File: src/rtl/seg7_pkg.sv
// Shared 7-segment definitions: active-high {G,F,E,D,C,B,A} digit codes plus
// encode/decode helpers used by both the display driver and the readback decoder.
package seg7_pkg;

  typedef logic [6:0] seg7_t;

  typedef struct packed {
    logic       legal;
    logic [3:0] digit;
  } seg7_decode_t;

  typedef enum logic [0:0] {
    ST_IDLE  = 1'b0,
    ST_TRACK = 1'b1
  } decode_state_t;

  localparam seg7_t SEG7_DIGIT_0 = 7'b0111111;
  localparam seg7_t SEG7_DIGIT_1 = 7'b0000110;
  localparam seg7_t SEG7_DIGIT_2 = 7'b1011011;
  localparam seg7_t SEG7_DIGIT_3 = 7'b1001111;
  localparam seg7_t SEG7_DIGIT_4 = 7'b1100110;
  localparam seg7_t SEG7_DIGIT_5 = 7'b1101101;
  localparam seg7_t SEG7_DIGIT_6 = 7'b1111101;
  localparam seg7_t SEG7_DIGIT_7 = 7'b0000111;
  localparam seg7_t SEG7_DIGIT_8 = 7'b1111111;
  localparam seg7_t SEG7_DIGIT_9 = 7'b1101111;
  localparam seg7_t SEG7_BLANK   = 7'b0000000;

  localparam logic [6:0] VALUE_MAX     = 7'd99;
  localparam logic [7:0] SEQ_COUNT_MAX = 8'hFF;

  function automatic seg7_t seg7_encode(input logic [3:0] digit);
    seg7_t pattern;
    case (digit)
      4'd0:    pattern = SEG7_DIGIT_0;
      4'd1:    pattern = SEG7_DIGIT_1;
      4'd2:    pattern = SEG7_DIGIT_2;
      4'd3:    pattern = SEG7_DIGIT_3;
      4'd4:    pattern = SEG7_DIGIT_4;
      4'd5:    pattern = SEG7_DIGIT_5;
      4'd6:    pattern = SEG7_DIGIT_6;
      4'd7:    pattern = SEG7_DIGIT_7;
      4'd8:    pattern = SEG7_DIGIT_8;
      4'd9:    pattern = SEG7_DIGIT_9;
      default: pattern = SEG7_BLANK;
    endcase
    return pattern;
  endfunction

  // Anything outside the ten standard codes, blank included, is reported illegal.
  function automatic seg7_decode_t seg7_decode(input seg7_t pattern);
    seg7_decode_t result;
    result.legal = 1'b1;
    result.digit = 4'd0;
    case (pattern)
      SEG7_DIGIT_0: result.digit = 4'd0;
      SEG7_DIGIT_1: result.digit = 4'd1;
      SEG7_DIGIT_2: result.digit = 4'd2;
      SEG7_DIGIT_3: result.digit = 4'd3;
      SEG7_DIGIT_4: result.digit = 4'd4;
      SEG7_DIGIT_5: result.digit = 4'd5;
      SEG7_DIGIT_6: result.digit = 4'd6;
      SEG7_DIGIT_7: result.digit = 4'd7;
      SEG7_DIGIT_8: result.digit = 4'd8;
      SEG7_DIGIT_9: result.digit = 4'd9;
      default:      result.legal = 1'b0;
    endcase
    return result;
  endfunction

endpackage

File: src/rtl/seg7_digit_decode.sv
// Combinational decode of one active-high segment pattern into a BCD digit
// and a legality flag.
module seg7_digit_decode
  import seg7_pkg::*;
(
  input  seg7_t      i_Pattern,
  output logic [3:0] o_Digit,
  output logic       o_Legal
);

  seg7_decode_t w_Decoded;

  always_comb begin
    w_Decoded = seg7_decode(i_Pattern);
    o_Digit   = w_Decoded.digit;
    o_Legal   = w_Decoded.legal;
  end

endmodule

File: src/rtl/dual_segment_decoder.sv
// Two-digit 7-segment readback monitor: synchronise, debounce, decode, report.
// Optional SEQ_CHECK_EN adds the +1 mod 100 sequence checker and its counter.
module dual_segment_decoder
  import seg7_pkg::*;
#(
  parameter int STABLE_CYCLES = 16
) (
  input  logic       i_Clk,
  input  logic       i_Reset,
  input  logic       i_Segment1_A,
  input  logic       i_Segment1_B,
  input  logic       i_Segment1_C,
  input  logic       i_Segment1_D,
  input  logic       i_Segment1_E,
  input  logic       i_Segment1_F,
  input  logic       i_Segment1_G,
  input  logic       i_Segment2_A,
  input  logic       i_Segment2_B,
  input  logic       i_Segment2_C,
  input  logic       i_Segment2_D,
  input  logic       i_Segment2_E,
  input  logic       i_Segment2_F,
  input  logic       i_Segment2_G,
  output logic [3:0] o_Tens,
  output logic [3:0] o_Units,
  output logic [6:0] o_Value,
  output logic       o_Valid,
  output logic       o_Error,
  output logic       o_Locked,
  output logic       o_Seq_Error,
  output logic [7:0] o_Seq_Err_Count
);

  localparam logic [15:0] STABLE_LIMIT = 16'(STABLE_CYCLES);

  logic [13:0]   w_RawPattern;
  logic [13:0]   r_Sync1;
  logic [13:0]   r_Sync2;
  logic [15:0]   r_StableCount;
  logic [15:0]   w_CountNext;
  logic [13:0]   r_LastPattern;
  logic          r_LastValid;
  logic          w_Accept;

  logic [3:0]    w_Tens;
  logic [3:0]    w_Units;
  logic          w_TensLegal;
  logic          w_UnitsLegal;
  logic          w_Legal;
  logic [6:0]    w_NewValue;

  decode_state_t r_State;
  decode_state_t w_NextState;
  logic          w_LoadValue;
  logic          w_PulseError;

  logic [3:0]    r_Tens;
  logic [3:0]    r_Units;
  logic [6:0]    r_Value;
  logic          r_Valid;
  logic          r_Error;
  logic          r_Locked;

  // Tens digit occupies the upper seven bits; inversion makes a lit segment a 1.
  assign w_RawPattern = ~{i_Segment1_G, i_Segment1_F, i_Segment1_E, i_Segment1_D,
                          i_Segment1_C, i_Segment1_B, i_Segment1_A,
                          i_Segment2_G, i_Segment2_F, i_Segment2_E, i_Segment2_D,
                          i_Segment2_C, i_Segment2_B, i_Segment2_A};

  // The count reflects the value about to enter r_Sync2, so it hits the limit
  // on the same edge that the pattern has been seen STABLE_CYCLES times.
  always_comb begin
    w_CountNext = 16'd1;
    if (r_Sync1 == r_Sync2) begin
      if (r_StableCount >= STABLE_LIMIT) begin
        w_CountNext = STABLE_LIMIT;
      end else begin
        w_CountNext = r_StableCount + 16'd1;
      end
    end
  end

  // A saturated counter re-presents the same pattern every cycle; only a
  // pattern different from the last accepted one becomes an event.
  assign w_Accept = (r_StableCount == STABLE_LIMIT) &&
                    (!r_LastValid || (r_Sync2 != r_LastPattern));

  always_ff @(posedge i_Clk) begin
    if (i_Reset) begin
      r_Sync1       <= '0;
      r_Sync2       <= '0;
      r_StableCount <= '0;
      r_LastPattern <= '0;
      r_LastValid   <= 1'b0;
    end else begin
      r_Sync1       <= w_RawPattern;
      r_Sync2       <= r_Sync1;
      r_StableCount <= w_CountNext;
      if (w_Accept) begin
        r_LastPattern <= r_Sync2;
        r_LastValid   <= 1'b1;
      end
    end
  end

  seg7_digit_decode u_TensDecode (
    .i_Pattern (r_Sync2[13:7]),
    .o_Digit   (w_Tens),
    .o_Legal   (w_TensLegal)
  );

  seg7_digit_decode u_UnitsDecode (
    .i_Pattern (r_Sync2[6:0]),
    .o_Digit   (w_Units),
    .o_Legal   (w_UnitsLegal)
  );

  assign w_Legal    = w_TensLegal && w_UnitsLegal;
  assign w_NewValue = {w_Tens, 3'b000} + {2'b00, w_Tens, 1'b0} + {3'b000, w_Units};

  always_comb begin
    w_NextState  = r_State;
    w_LoadValue  = 1'b0;
    w_PulseError = 1'b0;
    case (r_State)
      ST_IDLE: begin
        if (w_Accept) begin
          if (w_Legal) begin
            w_LoadValue = 1'b1;
            w_NextState = ST_TRACK;
          end else begin
            w_PulseError = 1'b1;
          end
        end
      end
      ST_TRACK: begin
        if (w_Accept) begin
          if (w_Legal) begin
            w_LoadValue = 1'b1;
          end else begin
            w_PulseError = 1'b1;
          end
        end
      end
      default: w_NextState = ST_IDLE;
    endcase
  end

  always_ff @(posedge i_Clk) begin
    if (i_Reset) begin
      r_State  <= ST_IDLE;
      r_Tens   <= '0;
      r_Units  <= '0;
      r_Value  <= '0;
      r_Valid  <= 1'b0;
      r_Error  <= 1'b0;
      r_Locked <= 1'b0;
    end else begin
      r_State <= w_NextState;
      r_Valid <= w_LoadValue;
      r_Error <= w_PulseError;
      if (w_LoadValue) begin
        r_Tens   <= w_Tens;
        r_Units  <= w_Units;
        r_Value  <= w_NewValue;
        r_Locked <= 1'b1;
      end
    end
  end

  assign o_Tens   = r_Tens;
  assign o_Units  = r_Units;
  assign o_Value  = r_Value;
  assign o_Valid  = r_Valid;
  assign o_Error  = r_Error;
  assign o_Locked = r_Locked;

`ifdef SEQ_CHECK_EN
  logic [6:0] w_ExpectedNext;
  logic       w_SeqViolation;
  logic       r_SeqError;
  logic [7:0] r_SeqErrCount;

  // r_Value still holds the previous legal value here; illegal patterns never touch it.
  assign w_ExpectedNext = (r_Value == VALUE_MAX) ? 7'd0 : (r_Value + 7'd1);
  assign w_SeqViolation = w_LoadValue && (r_State == ST_TRACK) &&
                          (w_NewValue != w_ExpectedNext);

  always_ff @(posedge i_Clk) begin
    if (i_Reset) begin
      r_SeqError    <= 1'b0;
      r_SeqErrCount <= '0;
    end else begin
      r_SeqError <= w_SeqViolation;
      if (w_SeqViolation && (r_SeqErrCount != SEQ_COUNT_MAX)) begin
        r_SeqErrCount <= r_SeqErrCount + 8'd1;
      end
    end
  end

  assign o_Seq_Error     = r_SeqError;
  assign o_Seq_Err_Count = r_SeqErrCount;
`else
  assign o_Seq_Error     = 1'b0;
  assign o_Seq_Err_Count = 8'd0;
`endif

endmodule
File: config.mk
export PLATFORM = sky130hd
export DESIGN_NAME = dual_segment_decoder
export DESIGN_NICKNAME = d
export VERILOG_FILES = /design/src/rtl/seg7_pkg.sv /design/src/rtl/seg7_digit_decode.sv /design/src/rtl/dual_segment_decoder.sv
export SDC_FILE = /design/constraint.sdc
export NUM_CORES = 1
export LEC_CHECK = 0
export BUFFER_PORTS_ARGS = -buffer_cell sky130_fd_sc_hd__buf_2
export CAP_MARGIN = 20
export CORE_AREA = 2 2 98 100
export CTS_CLUSTER_SIZE = 20
export DETAILED_ROUTE_END_ITERATION = 7
export DIE_AREA = 0 0 100 102
export GPL_ROUTABILITY_DRIVEN = 0
export PLACE_DENSITY = 0.63
export SLEW_MARGIN = 20
export SYNTH_ARGS = -nofsm -noshare
export SYNTH_HDL_FRONTEND = slang
export SYNTH_HIERARCHICAL = 1
export SYNTH_SLANG_ARGS = --single-unit
File: constraint.sdc
create_clock -name i_Clk -period 5.5 [get_ports i_Clk]
set_clock_uncertainty 0.05 [all_clocks]
set_input_delay 0.55 -clock i_Clk [delete_from_list [all_inputs] [get_ports i_Clk]]
set_output_delay 0.55 -clock i_Clk [all_outputs]
set_load 0.01 [all_outputs]
# Word level (Yosys, flattened, before mapping)
# Index checks and enable logic that the tools add are counted.
[classes]
add_sub_neg = 3
magnitude_cmp = 1
n_eq_ne = 23
n_mux = 9
bitwise = 3
n_reduce_logical = 9
[ops]
columns = ["op", "count"]
rows = [
  ["$eq A7 B7 Y1 const B", 14],
  ["$pmux W4 S9", 2],
  ["$eq A7 B3 Y1 const B", 4],
  ["$reduce_or A10 Y1", 2],
  ["$add A16 B1 Y16 const B", 1],
  ["$eq A16 B5 Y1 const B", 1],
  ["$ge A16 B5 Y1 const B", 1],
  ["$eq A14 B14 Y1", 1],
  ["$eq A7 B6 Y1 const B", 2],
  ["$ne A14 B14 Y1", 1],
  ["$not A14 Y14", 1],
  ["$add A7 B4 Y7", 1],
  ["$add A7 B5 Y7", 1],
  ["$mux W1", 6],
  ["$mux W5", 1],
  ["$reduce_or A2 Y1", 2],
  ["$reduce_or A3 Y1", 1],
  ["$logic_and A1 B1 Y1", 2],
  ["$not A1 Y1", 2],
  ["$logic_not A1 Y1", 1],
  ["$logic_or A1 B1 Y1", 1],
]
[word_totals]
reg_bits = 77
in_bits = 16
output_inout_bits = 27

# Logic depth before layout (Yosys ltp)
# Gate-level depths: netlist (run 1).
[depth]
word_depth = 6
depth_mapped = 13
mapped_depth_nobuf = 12

# Modules after synthesis
# Netlist (run 1), hierarchy kept.
[modules_own_cells]
columns = ["module", "n_inst", "cells_each", "area_each_um2", "seq_area_each_um2"]
rows = [
  ["dual_segment_decoder", 1, 308, 3204.3, 1521.5],
  ["seg7_digit_decode", 2, 32, 201.4, 0.0],
]

# Worst setup path before layout (run 1)
# No wires, ideal clock.
[synth_timing]
path_kind = "register to register"
start = "reg r_Sync2[12]"
end = "reg r_Value[6], in the netlist o_Value[6]"
arrival_ns = 2.889
path_slack_ns = 2.438
stages_incl_launch_ff = 14
cell_sequence = "dfxtp_1 buf_2 nor3_1 a31oi_1 nor3_1 inv_1 fa_1 inv_1 fa_1 a21o_1 a21oi_1 xor2_1 nor2_1 mux2_1"
[synth_between]
word_cells_on_any_way = 21
[synth_rtl]
columns = ["element", "line_no", "source"]
rows = [
  ["start: declaration", "dual_segment_decoder.sv:38", "logic [13:0] r_Sync2;"],
  ["start signal: assignment", "dual_segment_decoder.sv:97", "r_Sync2 <= r_Sync1;"],
  ["$eq A7 B7 Y1 / $eq A7 B3 Y1 (equally long branches)", "seg7_pkg.sv:55", "case (pattern)"],
  ["$pmux W4 S9 *", "seg7_pkg.sv:55", ""],
  ["via w_Tens[0]", "dual_segment_decoder.sv:45", "logic [3:0] w_Tens;"],
  ["$add A7 B5 Y7 *", "dual_segment_decoder.sv:119", "assign w_NewValue = {w_Tens, 3'b000} + {2'b00, w_Tens, 1'b0} + {3'b000, w_Units};"],
  ["$add A7 B4 Y7 *", "dual_segment_decoder.sv:119", ""],
  ["end signal: assignment", "dual_segment_decoder.sv:165", "r_Value <= w_NewValue;"],
  ["end: declaration", "dual_segment_decoder.sv:59", "logic [6:0] r_Value;"],
]
# The timed path passes the listed nets; every way through them passes the cells marked *.
# A chain may end at the register's enable or synchronous reset.

# Worst setup path after layout (run 1)
# Same ends and word-level chain as after synthesis.

==> results of run 1 <==
flip-flops by register name, summed over array words and instances, names as in the netlist:
signal	flops
o_Tens	4
o_Locked	1
o_Value	6
o_Valid	1
r_StableCount	16
r_LastPattern	14
r_Sync2	14
o_Error	1
o_Units	4
r_Sync1	14
r_LastValid	1
power by group through the flow:
stage	sequential [mW]	combinational, mW	clock, mW
after CTS	0.583	0.0601	0.503
after detailed placement	0.596	0.0597	0
after global placement	0.595	0.0593	0
final	0.583	0.0596	0.488
after floorplan	0.589	0.0560	0
after global routing	0.586	0.0676	0.525
worst paths after layout:
check | from | to | slack (ns) | cells after the start
worst max-delay path | r_Sync2[12]$_SDFF_PP0_ | o_Value[6]$_SDFFE_PP0P_ | 2.17 | 12
worst min-delay path | i_Segment2_E | r_Sync1[4]$_SDFF_PP0_ | 0.29 | 2
worst max register to register | r_Sync2[12]$_SDFF_PP0_ | o_Value[6]$_SDFFE_PP0P_ | 2.17 | 12
worst min register to register | o_Units[2]$_SDFFE_PP0P_ | o_Units[2]$_SDFFE_PP0P_ | 0.42 | 2
area by class of cell:
class                      instances  area [sq um]  share of cell area
clock inverter                     7         105.1             0.02594
clock buffer                       9         123.9             0.03057
inverter                           9         33.78            0.008338
sequential                        76          1521              0.3755
tap                              111         138.9             0.03428
timing repair buffer              34         172.7             0.04262
multi-input combinational        280          1956              0.4827
critical path, stage by stage, from the launching register on:
cell and delay (ns):
dfxtp_1 0.62, nand3_1 0.16, nor3_1 0.21, o21bai_1 0.20, inv_1 0.10, fa_1 0.51
inv_1 0.07, fa_1 0.45, a21o_1 0.17, a21oi_1 0.16, xor2_1 0.16, nor2_1 0.05
mux2_1 0.31
layer usage:
| layer | GRT usage | vias to the layer above |
|---|---|---|
| met4 | 0.05690 | 0 |
| met5 | 0 | - |
| met2 | 0.2167 | 54 |
| met3 | 0.03488 | 10 |
| met1 | 0.1763 | 1107 |
| li1 | - | 1290 |
cell families (layout without fill, tap and decap cells):
kind of cell    Yosys count  in the layout  synth area share
compound gates           26             26           0.04647
xor+xnor                 35             35           0.08498
fa+ha+maj                11             11           0.04232
buf+inv                  35             59           0.05584
flops                    76             76            0.4218
mux                      28             28           0.07874
other cells               1             20          0.001040
simple gates            160            160            0.2688
cells in the mapped netlist (2+ instances only):
cell and count:
a211oi_1 2, a21boi_0 2, a21boi_1 2, a21o_1 4, a21oi_1 11, a31oi_1 2
buf_2 2, buf_4 10, buf_6 4, clkbuf_1 9, dfxtp_1 76, fa_1 2
ha_1 9, inv_1 9, mux2_1 3, mux2i_1 25, nand2_1 7, nand2b_1 53
nand3_1 11, nand3b_1 5, nand4_1 9, nand4bb_1 2, nor2_1 27, nor2b_1 17
nor3_1 8, nor4_1 4, nor4_2 2, o21bai_1 2, or2_2 3, or3_1 2
or3b_1 4, xnor2_1 30, xor2_1 5
layout by cell type (no fill, tap or decap), types with 11 or more instances in the layout:
cell type	n
conb_1	20
dfxtp_1	76
nand2b_1	53
xnor2_1	30
a21oi_1	11
nor2b_1	17
nor2_1	27
mux2i_1	25
buf_2	33
nand3_1	11
==> results.cfg, run 1 <==
[clocking]
ctsLongestPathBuffers = 2
cts_resized = 0
path_clk_slew_ns = 0.09
cts-buffers-inserted = 9
htreeDepth = 3
cts_tree = built
root_buffer = clkbuf_8
cts_hold_buf = 0
post_cts_buffers = 0
clk_latency_ns = 0.35
cts.sinks = 76

[yosys]
syn_area_sq_um = 3607
synth-seq-area-share = 0.4218
avgSynthCellArea_sq_um = 9.697
synth_top_area_share = 0.4218
yosys.cell_types.count = 42
post-synth-top-area-cell = dfxtp_1
synth_flop_cell = dfxtp_1
synth.area.top_cells = dfxtp_1, nand2b_1, xnor2_1
synth_edf_count = 0
ys_seq_elements = 76
synthArstFlopShare = 0
ys_warn_count = 6
synth_cells = 372

[final_layout]
final_util = 0.4448
diodes = 0
syn2layout_area_growth_pct = 12.31
fin_area_sq_um = 4051
fin_cells = 526
nFillCells = 901
final_layout_size_suffix_gt1_frac = 0.1446
nNetsFinal = 437

[timing]
holdWs_ns = 0.2908
post-route-period-util = 0.6051
rsz0062_at_grt = false
max_freq_mhz = 300.5
setup_tns_ns = 0
drv_slew = 0
final-hold-violation-count = 0
setup_violations = 0
setup_slack_ns = 2.172
layout_min_cycle_time_ns = 3.328
max_slew_margin = 0.3423
worst_pin_slew_ns = 0.9856

[critical_path]
end_kind = flop
critPathMaxFanout = 14
worstSetupStartpointType = flop
crit_arrival_ns = 3.52
worstSetupPathType = flop to flop
required_ns = 5.70

[pwr]
p_leak_nw = 1.571
seq_power_share = 0.516
switching_share = 0.2408
p_per_area_nw_per_um2 = 279.0
internal-power_uw = 858.2
p_comb_frac = 0.053
total_power_mw = 1.130
p_switching_uw = 272.2
irDropWorstVdd_mv = 0.1661
pwr-share-clk = 0.432

[detailed_routing]
ant_nets = 0
wl_met3_microns = 252
dr.max_layer_used = met4
wl_microns = 6431
first_iter_violations = 119
drc = 0
avgRoutedWirePerCell_microns = 12.23
dr_wl_met2_microns = 2866
wl_met1_microns = 3200
drtPass1Iterations = 4
routed_via_density = 4.679
via_count = 2461

[floorplanning]
rows = 35
fp.dieH_microns = 102
io_pins = 43
core-area_sq_um = 9109
dieArea_sq_um = 10200
die_x_microns = 100
start_util = 0.3960

[run]
max_cap_violations = 0

[worst_hold_path]
min_path_type = input pin to flop

[global_route]
grt_pass1_wl_microns = 10700
grt_pass1_vias = 2206
antenna_found_initial = 0
grt-ovfl-total = 0
grt_use_total = 0.1359
grt_max_degree = 92

[place]
dp_hpwl_microns = 4506
port-buffer-count = 33
placed_cells = 510
placed_cell_area_sq_um = 3822
dp_worst_setup_slack_ns = 2.202

[status]
status = finished clean
Note: power is estimated with default switching activity, not from simulation.
==> inputs of run 2 (changes only) <==
==> constraint.sdc (replaced) <==
create_clock -name i_Clk -period 3.2 [get_ports i_Clk]
set_clock_uncertainty 0.05 [all_clocks]
set_input_delay 0.32 -clock i_Clk [delete_from_list [all_inputs] [get_ports i_Clk]]
set_output_delay 0.32 -clock i_Clk [all_outputs]
set_load 0.01 [all_outputs]
==> run 2 against run 1 <==
Compared with the run above:
- final cell count rose by 3.4%
- critical path type unchanged
- register-to-register slack got worse by 1.9 ns
- largest power group unchanged
- wire length rose by 6.8%
==> results.cfg, run 2 (synthesized netlist as in run 1, its figures left out) <==
[place]
port-buffer-count = 33
dp_hpwl_microns = 5077
placed_cell_area_sq_um = 3958

[timing]
holdWs_ns = 0.05445
setup_violations = 0
drv_slew = 0
layout_min_cycle_time_ns = 2.966
worst_pin_slew_ns = 0.6869
max_slew_margin = 0.5379
post-route-period-util = 0.9270
setup_tns_ns = 0
final-hold-violation-count = 0
max_freq_mhz = 337.1
rsz0062_at_grt = false

[detailed_routing]
drtPass1Iterations = 4
avgRoutedWirePerCell_microns = 12.62
via_count = 2576
first_iter_violations = 145
routed_via_density = 4.735
wl_microns = 6867
drc = 0
ant_nets = 0

[pwr]
p_per_area_nw_per_um2 = 437.3
p_leak_nw = 1.649
switching_share = 0.2673
pwr-share-clk = 0.385
internal-power_mw = 1.332
seq_power_share = 0.546
irDropWorstVdd_mv = 0.2815
p_switching_uw = 485.9
p_comb_frac = 0.069

[floorplanning]
start_util = 0.3960
rows = 35
core-area_sq_um = 9109
fp.dieH_microns = 102
dieArea_sq_um = 10200
die_x_microns = 100
io_pins = 43

[status]
status = finished clean

[clocking]
cts_hold_buf = 0
cts_tree = built
path_clk_slew_ns = 0.09
cts.sinks = 76
htreeDepth = 3
clk_latency_ns = 0.35
cts-buffers-inserted = 9
root_buffer = clkbuf_8
ctsLongestPathBuffers = 2

[final_layout]
syn2layout_area_growth_pct = 15.26
most-common-layout-cells = dfxtp_1, nand2b_1, buf_2, xnor2_1, nor2_1
layout_commonest_cell = dfxtp_1
fin_area_sq_um = 4158
top_register = r_StableCount
diodes = 0
nFillCells = 875
final_layout_size_suffix_gt1_frac = 0.1940
nNetsFinal = 455
largest_reg_flops = 16

[critical_path]
reg2regPathDepth = 12
end_kind = flop
critPathSlowestCell = fa_1
critPathMaxStageDelay_ns = 0.54
critPathMaxFanout = 10
crit_chain = nor3_1 -> a31oi_1 -> nor3_1 -> inv_1 -> fa_1 -> inv_1 -> fa_2 -> a21o_1 -> a21oi_1 -> xor2_1 -> nor2_1 -> mux2_1
worstSetupStartpointType = flop
crit_arrival_ns = 3.15
worstSetupPathType = flop to flop
required_ns = 3.39

[run]
max_cap_violations = 0

[global_route]
grt_use_total = 0.1448
grt_pass1_wl_microns = 11580
antenna_found_initial = 0
grt_pass1_vias = 2421
grt_max_degree = 78
grt-ovfl-total = 0

[worst_hold_path]
hold_depth = 2
min_path_type = input pin to flop
-- run 2: changes by cell type in the layout (fill, tap and decap cells not counted), sizes merged --
cell / before / now
bufinv: 2 / 0
buf: 34 / 52
inv: 13 / 15
-- run 2: path summary, 6_finish.rpt --
check | startpoint | to | slack [ns]
worst max-delay path | r_Sync2[12]$_SDFF_PP0_ | o_Value[6]$_SDFFE_PP0P_ | 0.23
worst min-delay path | i_Segment1_G | r_Sync1[13]$_SDFF_PP0_ | 0.05
worst max register to register | r_Sync2[12]$_SDFF_PP0_ | o_Value[6]$_SDFFE_PP0P_ | 0.23
worst min register to register | o_Value[1]$_SDFFE_PP0P_ | o_Value[1]$_SDFFE_PP0P_ | 0.42
-- run 2: worst max-delay path, delay by kind of cell (launching register included) --
| kind | cells | cell delay, ns |
|---|---|---|
| AND/OR/NAND/NOR | 3 | 0.48 |
| buffers and inverters | 2 | 0.18 |
| flip-flops | 1 | 0.38 |
| multiplexers | 1 | 0.30 |
| XOR/XNOR | 1 | 0.16 |
| adder cells (fa/ha/maj) | 2 | 0.94 |
| AO/OA/AOI/OAI | 3 | 0.38 |
-- run 2: stage by stage --
step | util | total power, mW | worst slack (ns) | cells
floorplan | - | 1.108 | 0.1381 | 391
global placement | 0.4345 | 1.137 | 0.1478 | 528
detailed placement | 0.4345 | 1.139 | 0.08979 | 528
CTS | 0.4549 | 1.844 | 0.06344 | 544
global route | 0.4565 | 1.904 | 0.03708 | 544
finish | 0.4565 | 1.818 | 0.2336 | 544
-- run 2: layer usage --
metal | up-vias | routed length, microns | GRT usage
li1 | 1324 | - | -
met1 | 1179 | 3369 | 0.1875
met2 | 61 | 3050 | 0.2302
met3 | 12 | 304 | 0.04104
met4 | 0 | 143 | 0.05690
met5 | - | 0 | 0
-- run 2: cell type report --
class	instances	area [sq um]	share of cell area
multi-input combinational	280	1958	0.4710
sequential	76	1530	0.3680
timing repair buffer	52	310.3	0.07463
tap	111	138.9	0.03340
clock buffer	9	123.9	0.02979
clock inverter	7	62.56	0.01505
inverter	9	33.78	0.008125
-- run 2: timing repair --
| action | CTS | global route |
|---|---|---|
| setup buffers | 0 | 0 |
| endpoints found under the setup margin | 0 | 2 |
| resized for setup | 0 | 7 |
-- run 2: power groups by stage --
stage / clock network [mW] / registers, mW / logic, mW
6_report: 0.701 / 0.993 / 0.125
3_5_place_dp: 0 / 1.01 / 0.124
4_1_cts: 0.726 / 0.993 / 0.125
2_1_floorplan: 0 / 1.01 / 0.0963
5_1_grt: 0.769 / 0.997 / 0.138
3_3_place_gp: 0 / 1.01 / 0.123
